File: src/rtl/ysyx_23060208_fetch_ctrl_if.sv
// rtl/ysyx_23060208_fetch_ctrl_if.sv - fetch controller PC, instruction bus, decoder and commit bundle
interface ysyx_23060208_fetch_ctrl_if #(
    parameter int DATA_WIDTH = 32
);
    logic [DATA_WIDTH-1:0] pc;
    logic                  pc_wen;
    logic [DATA_WIDTH-1:0] next_pc;
    logic [DATA_WIDTH-1:0] araddr;
    logic                  arvalid;
    logic                  arready;
    logic [DATA_WIDTH-1:0] rdata;
    logic [1:0]            rresp;
    logic                  rvalid;
    logic                  rready;
    logic [DATA_WIDTH-1:0] inst;
    logic                  inst_valid;
    logic                  inst_ready;
    logic                  commit_valid;
    logic                  jump;
    logic [DATA_WIDTH-1:0] jump_target;
    logic                  trap;
    logic [DATA_WIDTH-1:0] mtvec;
    logic                  mret;
    logic [DATA_WIDTH-1:0] mepc;
    logic                  fetch_fault;

    modport master (
        input  pc,
        output pc_wen, next_pc,
        output araddr, arvalid,
        input  arready,
        input  rdata, rresp, rvalid,
        output rready,
        output inst, inst_valid,
        input  inst_ready,
        input  commit_valid, jump, jump_target, trap, mtvec, mret, mepc,
        output fetch_fault
    );

    modport slave (
        output pc,
        input  pc_wen, next_pc,
        input  araddr, arvalid,
        output arready,
        output rdata, rresp, rvalid,
        input  rready,
        input  inst, inst_valid,
        output inst_ready,
        output commit_valid, jump, jump_target, trap, mtvec, mret, mepc,
        input  fetch_fault
    );
endinterface

File: src/rtl/ysyx_23060208_fetch_ctrl.sv
// rtl/ysyx_23060208_fetch_ctrl.sv - instruction fetch FSM driving the PC register, read bus and decoder handshake
// Optional perf counters are enabled with `define YSYX_23060208_FETCH_PERF_EN.
module ysyx_23060208_fetch_ctrl #(
    parameter int DATA_WIDTH = 32
) (
    input  logic                       clk,
    input  logic                       rst,
    ysyx_23060208_fetch_ctrl_if.master bus
`ifdef YSYX_23060208_FETCH_PERF_EN
    ,
    output logic [31:0]                perf_fetch_cnt,
    output logic [31:0]                perf_stall_cnt
`endif
);
    localparam logic [2:0] S_BOOT = 3'd0;
    localparam logic [2:0] S_REQ  = 3'd1;
    localparam logic [2:0] S_WAIT = 3'd2;
    localparam logic [2:0] S_OUT  = 3'd3;
    localparam logic [2:0] S_EXEC = 3'd4;

    logic [2:0]            r_state;
    logic [2:0]            w_next_state;
    logic [DATA_WIDTH-1:0] r_inst;
    logic [DATA_WIDTH-1:0] w_pc_plus4;
    logic [DATA_WIDTH-1:0] w_next_pc;
    logic                  w_in_boot;
    logic                  w_in_req;
    logic                  w_in_wait;
    logic                  w_in_out;
    logic                  w_in_exec;
    logic                  w_rd_ok;
    logic                  w_rd_err;
    logic                  w_commit;

    // Outputs are masked by rst so a transaction in flight is dropped in the reset cycle itself.
    assign w_in_boot = (r_state == S_BOOT) && !rst;
    assign w_in_req  = (r_state == S_REQ)  && !rst;
    assign w_in_wait = (r_state == S_WAIT) && !rst;
    assign w_in_out  = (r_state == S_OUT)  && !rst;
    assign w_in_exec = (r_state == S_EXEC) && !rst;

    assign w_rd_ok    = w_in_wait && bus.rvalid && (bus.rresp == 2'b00);
    assign w_rd_err   = w_in_wait && bus.rvalid && (bus.rresp != 2'b00);
    assign w_commit   = w_in_exec && bus.commit_valid;
    assign w_pc_plus4 = bus.pc + DATA_WIDTH'(4);

    always_comb begin
        w_next_pc = w_pc_plus4;
        if (w_rd_err) begin
            w_next_pc = bus.mtvec;
        end else if (w_commit) begin
            if (bus.trap) begin
                w_next_pc = bus.mtvec;
            end else if (bus.mret) begin
                w_next_pc = bus.mepc;
            end else if (bus.jump) begin
                w_next_pc = bus.jump_target;
            end
        end
    end

    always_comb begin
        w_next_state = r_state;
        case (r_state)
            S_BOOT:  w_next_state = S_REQ;
            S_REQ:   if (bus.arready) w_next_state = S_WAIT;
            S_WAIT:  if (bus.rvalid) w_next_state = (bus.rresp == 2'b00) ? S_OUT : S_REQ;
            S_OUT:   if (bus.inst_ready) w_next_state = S_EXEC;
            S_EXEC:  if (bus.commit_valid) w_next_state = S_REQ;
            default: w_next_state = S_BOOT;
        endcase
    end

    always_ff @(posedge clk) begin
        if (rst) begin
            r_state <= S_BOOT;
            r_inst  <= '0;
        end else begin
            r_state <= w_next_state;
            if (w_rd_ok) begin
                r_inst <= bus.rdata;
            end
        end
    end

    // araddr tracks pc directly; pc cannot move while in REQ because pc_wen is low there.
    assign bus.pc_wen      = w_in_boot || w_rd_err || w_commit;
    assign bus.next_pc     = w_next_pc;
    assign bus.araddr      = bus.pc;
    assign bus.arvalid     = w_in_req;
    assign bus.rready      = w_in_wait;
    assign bus.inst        = r_inst;
    assign bus.inst_valid  = w_in_out;
    assign bus.fetch_fault = w_rd_err;

`ifdef YSYX_23060208_FETCH_PERF_EN
    logic [31:0] r_perf_fetch_cnt;
    logic [31:0] r_perf_stall_cnt;

    always_ff @(posedge clk) begin
        if (rst) begin
            r_perf_fetch_cnt <= '0;
            r_perf_stall_cnt <= '0;
        end else begin
            if (w_rd_ok) begin
                r_perf_fetch_cnt <= r_perf_fetch_cnt + 32'd1;
            end
            if (w_in_req || w_in_wait) begin
                r_perf_stall_cnt <= r_perf_stall_cnt + 32'd1;
            end
        end
    end

    assign perf_fetch_cnt = r_perf_fetch_cnt;
    assign perf_stall_cnt = r_perf_stall_cnt;
`endif
endmodule

File: src/flat_wrapper.sv
// flat-port wrapper written by rule: the top's interface ports become plain ports
module ysyx_23060208_fetch_ctrl_flat 
#(
    parameter int DATA_WIDTH = 32
)
  (clk, rst, bus_pc, bus_pc_wen, bus_next_pc, bus_araddr, bus_arvalid, bus_arready, bus_rdata, bus_rresp, bus_rvalid, bus_rready, bus_inst, bus_inst_valid, bus_inst_ready, bus_commit_valid, bus_jump, bus_jump_target, bus_trap, bus_mtvec, bus_mret, bus_mepc, bus_fetch_fault);
  ysyx_23060208_fetch_ctrl_if #(.DATA_WIDTH(DATA_WIDTH)) bus_i ();
  input  logic clk;
  input  logic rst;
  input wire logic [$bits(bus_i.pc)-1:0] bus_pc;
  output wire logic [$bits(bus_i.pc_wen)-1:0] bus_pc_wen;
  output wire logic [$bits(bus_i.next_pc)-1:0] bus_next_pc;
  output wire logic [$bits(bus_i.araddr)-1:0] bus_araddr;
  output wire logic [$bits(bus_i.arvalid)-1:0] bus_arvalid;
  input wire logic [$bits(bus_i.arready)-1:0] bus_arready;
  input wire logic [$bits(bus_i.rdata)-1:0] bus_rdata;
  input wire logic [$bits(bus_i.rresp)-1:0] bus_rresp;
  input wire logic [$bits(bus_i.rvalid)-1:0] bus_rvalid;
  output wire logic [$bits(bus_i.rready)-1:0] bus_rready;
  output wire logic [$bits(bus_i.inst)-1:0] bus_inst;
  output wire logic [$bits(bus_i.inst_valid)-1:0] bus_inst_valid;
  input wire logic [$bits(bus_i.inst_ready)-1:0] bus_inst_ready;
  input wire logic [$bits(bus_i.commit_valid)-1:0] bus_commit_valid;
  input wire logic [$bits(bus_i.jump)-1:0] bus_jump;
  input wire logic [$bits(bus_i.jump_target)-1:0] bus_jump_target;
  input wire logic [$bits(bus_i.trap)-1:0] bus_trap;
  input wire logic [$bits(bus_i.mtvec)-1:0] bus_mtvec;
  input wire logic [$bits(bus_i.mret)-1:0] bus_mret;
  input wire logic [$bits(bus_i.mepc)-1:0] bus_mepc;
  output wire logic [$bits(bus_i.fetch_fault)-1:0] bus_fetch_fault;
  assign bus_i.pc = bus_pc;
  assign bus_pc_wen = bus_i.pc_wen;
  assign bus_next_pc = bus_i.next_pc;
  assign bus_araddr = bus_i.araddr;
  assign bus_arvalid = bus_i.arvalid;
  assign bus_i.arready = bus_arready;
  assign bus_i.rdata = bus_rdata;
  assign bus_i.rresp = bus_rresp;
  assign bus_i.rvalid = bus_rvalid;
  assign bus_rready = bus_i.rready;
  assign bus_inst = bus_i.inst;
  assign bus_inst_valid = bus_i.inst_valid;
  assign bus_i.inst_ready = bus_inst_ready;
  assign bus_i.commit_valid = bus_commit_valid;
  assign bus_i.jump = bus_jump;
  assign bus_i.jump_target = bus_jump_target;
  assign bus_i.trap = bus_trap;
  assign bus_i.mtvec = bus_mtvec;
  assign bus_i.mret = bus_mret;
  assign bus_i.mepc = bus_mepc;
  assign bus_fetch_fault = bus_i.fetch_fault;
  ysyx_23060208_fetch_ctrl #(.DATA_WIDTH(DATA_WIDTH)) u_core (.clk(clk), .rst(rst), .bus(bus_i));
endmodule
File: config.mk
export PLATFORM = sky130hd
export DESIGN_NAME = ysyx_23060208_fetch_ctrl_flat
export DESIGN_NICKNAME = d
export VERILOG_FILES = /design/src/rtl/ysyx_23060208_fetch_ctrl_if.sv /design/src/rtl/ysyx_23060208_fetch_ctrl.sv /design/src/flat_wrapper.sv
export SDC_FILE = /design/constraint.sdc
export NUM_CORES = 1
export LEC_CHECK = 0
export ABC_AREA = 1
export BUFFER_PORTS_ARGS = -buffer_cell sky130_fd_sc_hd__buf_4
export CAP_MARGIN = 25
export CORE_AREA = 2 2 105 107
export DETAILED_ROUTE_END_ITERATION = 8
export DIE_AREA = 0 0 107 109
export PLACE_DENSITY = 0.77
export SYNTH_ARGS = -nofsm -noshare
export SYNTH_HDL_FRONTEND = slang
export SYNTH_SLANG_ARGS = --single-unit
File: constraint.sdc
create_clock -name clk -period 1.9 [get_ports clk]
set_input_delay 0.19 -clock clk [delete_from_list [all_inputs] [get_ports clk]]
set_output_delay 0.19 -clock clk [all_outputs]
set_load 0.03 [all_outputs]
==> impl_metrics.yaml <==
floorplanning:
  core_area_um2: 10600
  initial_utilization: 0.4042
  fp.dieH_um: 109
  pin_count: 272
  std_cell_rows: 38
  fp.dieW_um: 107
  die_area_um2: 11660
global_route:
  gr-usage-all-layers: 0.3039
  grt_pass1_wl_um: 28410
  antenna_found_initial: 0
  first_global_vias: 5859
  overflow: 0
  grt_max_degree: 37
worst_hold_path:
  hold_path_class: "in2reg"
sta:
  period_share: 1.129
  min_period_ps: 2146
  skew_ps: 8.608
  slew_headroom: 0.6465
  fmax_mhz: 466.1
  rsz0062_at_grt: "yes"
  worst_slew_pin_slew_ps: 524.7
  setup_viol: 34
  slew_viol_final: 0
  final_hold_viol_count: 0
  fin_ws_ps: -245.5
  fin_setup_tns_ps: -5941
cts:
  ctsRootBufferMaster: "clkbuf_8"
  clk_pin_slew_worst_paths_ps: 80
  clk_latency_ps: 290
  cts-htree-levels: 2
  clk_path_buf_depth: 2
  cts.sinks: 35
  cts_tree: "done"
  cts-buffers-inserted: 5
  hold_buffers: 0
placed_design:
  dp_cells: 1181
  pre_cts_ws_ps: -10.50
  place_congestion: 0.8991
  hpwl_um: 13310
  port_buffers: 271
job:
  max_cap_violations: 0
synthesis:
  yosysTopAreaCellShare: 0.2330
  avgSynthCellArea_um2: 5.284
  ys.flop_type: "dfxtp_1"
  synth_cell_types: 37
  yosys-top-cells-area: "nand2_1, dfxtp_1, nor2_1"
  synth-seq-cells: 35
  syn-cell-area_um2: 4285
  synth_edf_count: 0
  synth_top_cell_by_area: "nand2_1"
  synth.most_common_cell: "nand2_1"
  syn-instance-count: 811
  synth.yosys.warnings: 0
  yosysSeqAreaShare: 0.1635
  synth_nets: 983
  yosys-top-cells-count: "nand2_1, nor2_1, o21ai_0"
  async_reset_ff_frac: 0
pwr:
  ir_drop_mv: 0.4790
  p_leak_nw: 3.943
  power_mw: 4.081
  p_per_area_nw_per_um2: 541.5
routing:
  vias_per_cell: 5.153
  drt-initial-drc-count: 516
  routedWlPerCell_um: 15.96
  routed_wl_um: 19600
  vias: 6328
  drtPass1Iterations: 5
  antenna_left: 0
  drc: 0
final_layout:
  syn2layout_area_growth_pct: 75.85
  multiInputGateArea_um2: 3383
  final_nets: 1259
  drive_above_1_share: 0.4449
  diodes: 0
  layout.cells.non_filler: 1228
  fill_cells: 882
  regArea_um2: 711.9
worst_setup_path:
  worst-path-buf-inv: 3
  critPathTopFamily: "buffers and inverters"
  crit_required_ps: 1710
  max_stage_delay_ps: 370
  crit_fanout: 8
  crit_type: "reg2out"
  cp.arrival_ps: 1960
  crit_chain: "nor2_4, nand2_2, nor3_4, buf_6, bufinv_16, a21oi_1, o21ai_1, a31oi_1, buf_4"
  end_kind: "primary output"
  start_kind: "flop"
  critPathSlowestCell: "dfxtp_4"
outcome:
  status: "finished with violations"
  violations: "setup timing"
==> path summary, 6_finish.rpt <==
kind                              end  cells past startpoint  slack (ps)           startpoint
hold / removal    u_core.bus.inst[14]                      3         120        bus_rdata[14]
setup / recovery       bus_next_pc[3]                      9        -250    u_core.r_state[0]
hold reg to reg   u_core.bus.inst[14]                      2         510  u_core.bus.inst[14]
setup reg to reg    u_core.r_state[2]                     11          40    u_core.r_state[2]
==> report_power, final <==
part / total [mW] / leakage, nW / switching [mW] / internal, mW
Sequential: 0.850 / 0.285 / 0.0558 / 0.794
Combinational: 2.55 / 3.60 / 1.36 / 1.19
Clock: 0.679 / 0.0581 / 0.288 / 0.391
==> sequential cells by signal, summed over array words and instances (netlist names) <==
register         count
u_core.bus.inst     32
u_core.r_state       3
==> kinds of logic after synthesis <==
| group | Yosys count | share of synthesized area |
|---|---|---|
| xor gates and xnor gates | 15 | 0.03066 |
| adders and majority gates | 1 | 0.002919 |
| buffers and inverters | 126 | 0.1582 |
| DFF | 35 | 0.1635 |
| AOI/OAI and AO/OA | 127 | 0.1533 |
| and+or+nand+nor | 507 | 0.4914 |
==> routing by layer <==
| layer | part of all wire | vias to the layer above | global-route usage |
|---|---|---|---|
| met5 | 0 | - | 0 |
| met4 | 0.044 | 0 | 0.1345 |
| met2 | 0.48 | 372 | 0.5391 |
| met3 | 0.10 | 74 | 0.06874 |
| li1 | - | 3074 | - |
| met1 | 0.37 | 2808 | 0.3499 |
==> through the flow <==
step,hold WS [ps],instance area [um2],util
5_1_grt,113.6,7536,0.7108
3_5_place_dp,419.5,6276,0.5919
2_1_floorplan,324.9,4285,-
4_1_cts,118.0,7042,0.6641
3_3_place_gp,408.7,6276,0.5919
6_report,118.0,7536,0.7108
==> layout by cell type, fill, tap and decap left out, types with 3 or more instances in the layout <==
cell type,instances
nor2_1,157
dfxtp_4,3
nand2_2,41
o21ai_0,50
a21oi_1,34
nand2_4,17
buf_12,6
nand3_1,37
nor2_2,4
o21ai_2,6
a21oi_2,7
nand2_1,210
inv_1,44
xor2_1,5
buf_6,40
or2_2,16
inv_2,7
nand3_2,7
nor3_4,3
buf_8,3
nor2_4,8
buf_16,3
clkbuf_8,5
o21ai_1,16
dfxtp_1,32
buf_4,281
xnor2_1,8
==> tightest hold or removal path: stages <==
cell and delay [ps]:
buf_4 80, nor2_1 30, nor2_1 80
==> repair_timing <==
item | CTS | global route
endpoints found under the setup margin | 33 | 38
setup buffers | 23 | 12
pin swaps | 23 | 32
gates cloned | 8 | 2
resized for setup | 98 | 110
==> area by class of cell <==
class / count / share of cell area
Tap cell: 140 / 0.02324
Timing Repair inverter: 6 / 0.009630
Timing Repair Buffer: 334 / 0.3759
Inverter: 55 / 0.03287
Clock inverter: 3 / 0.005811
Sequential cell: 35 / 0.09447
Clock buffer: 5 / 0.009132
Multi-Input combinational cell: 650 / 0.4489
Power figures use the tool's default switching activity.
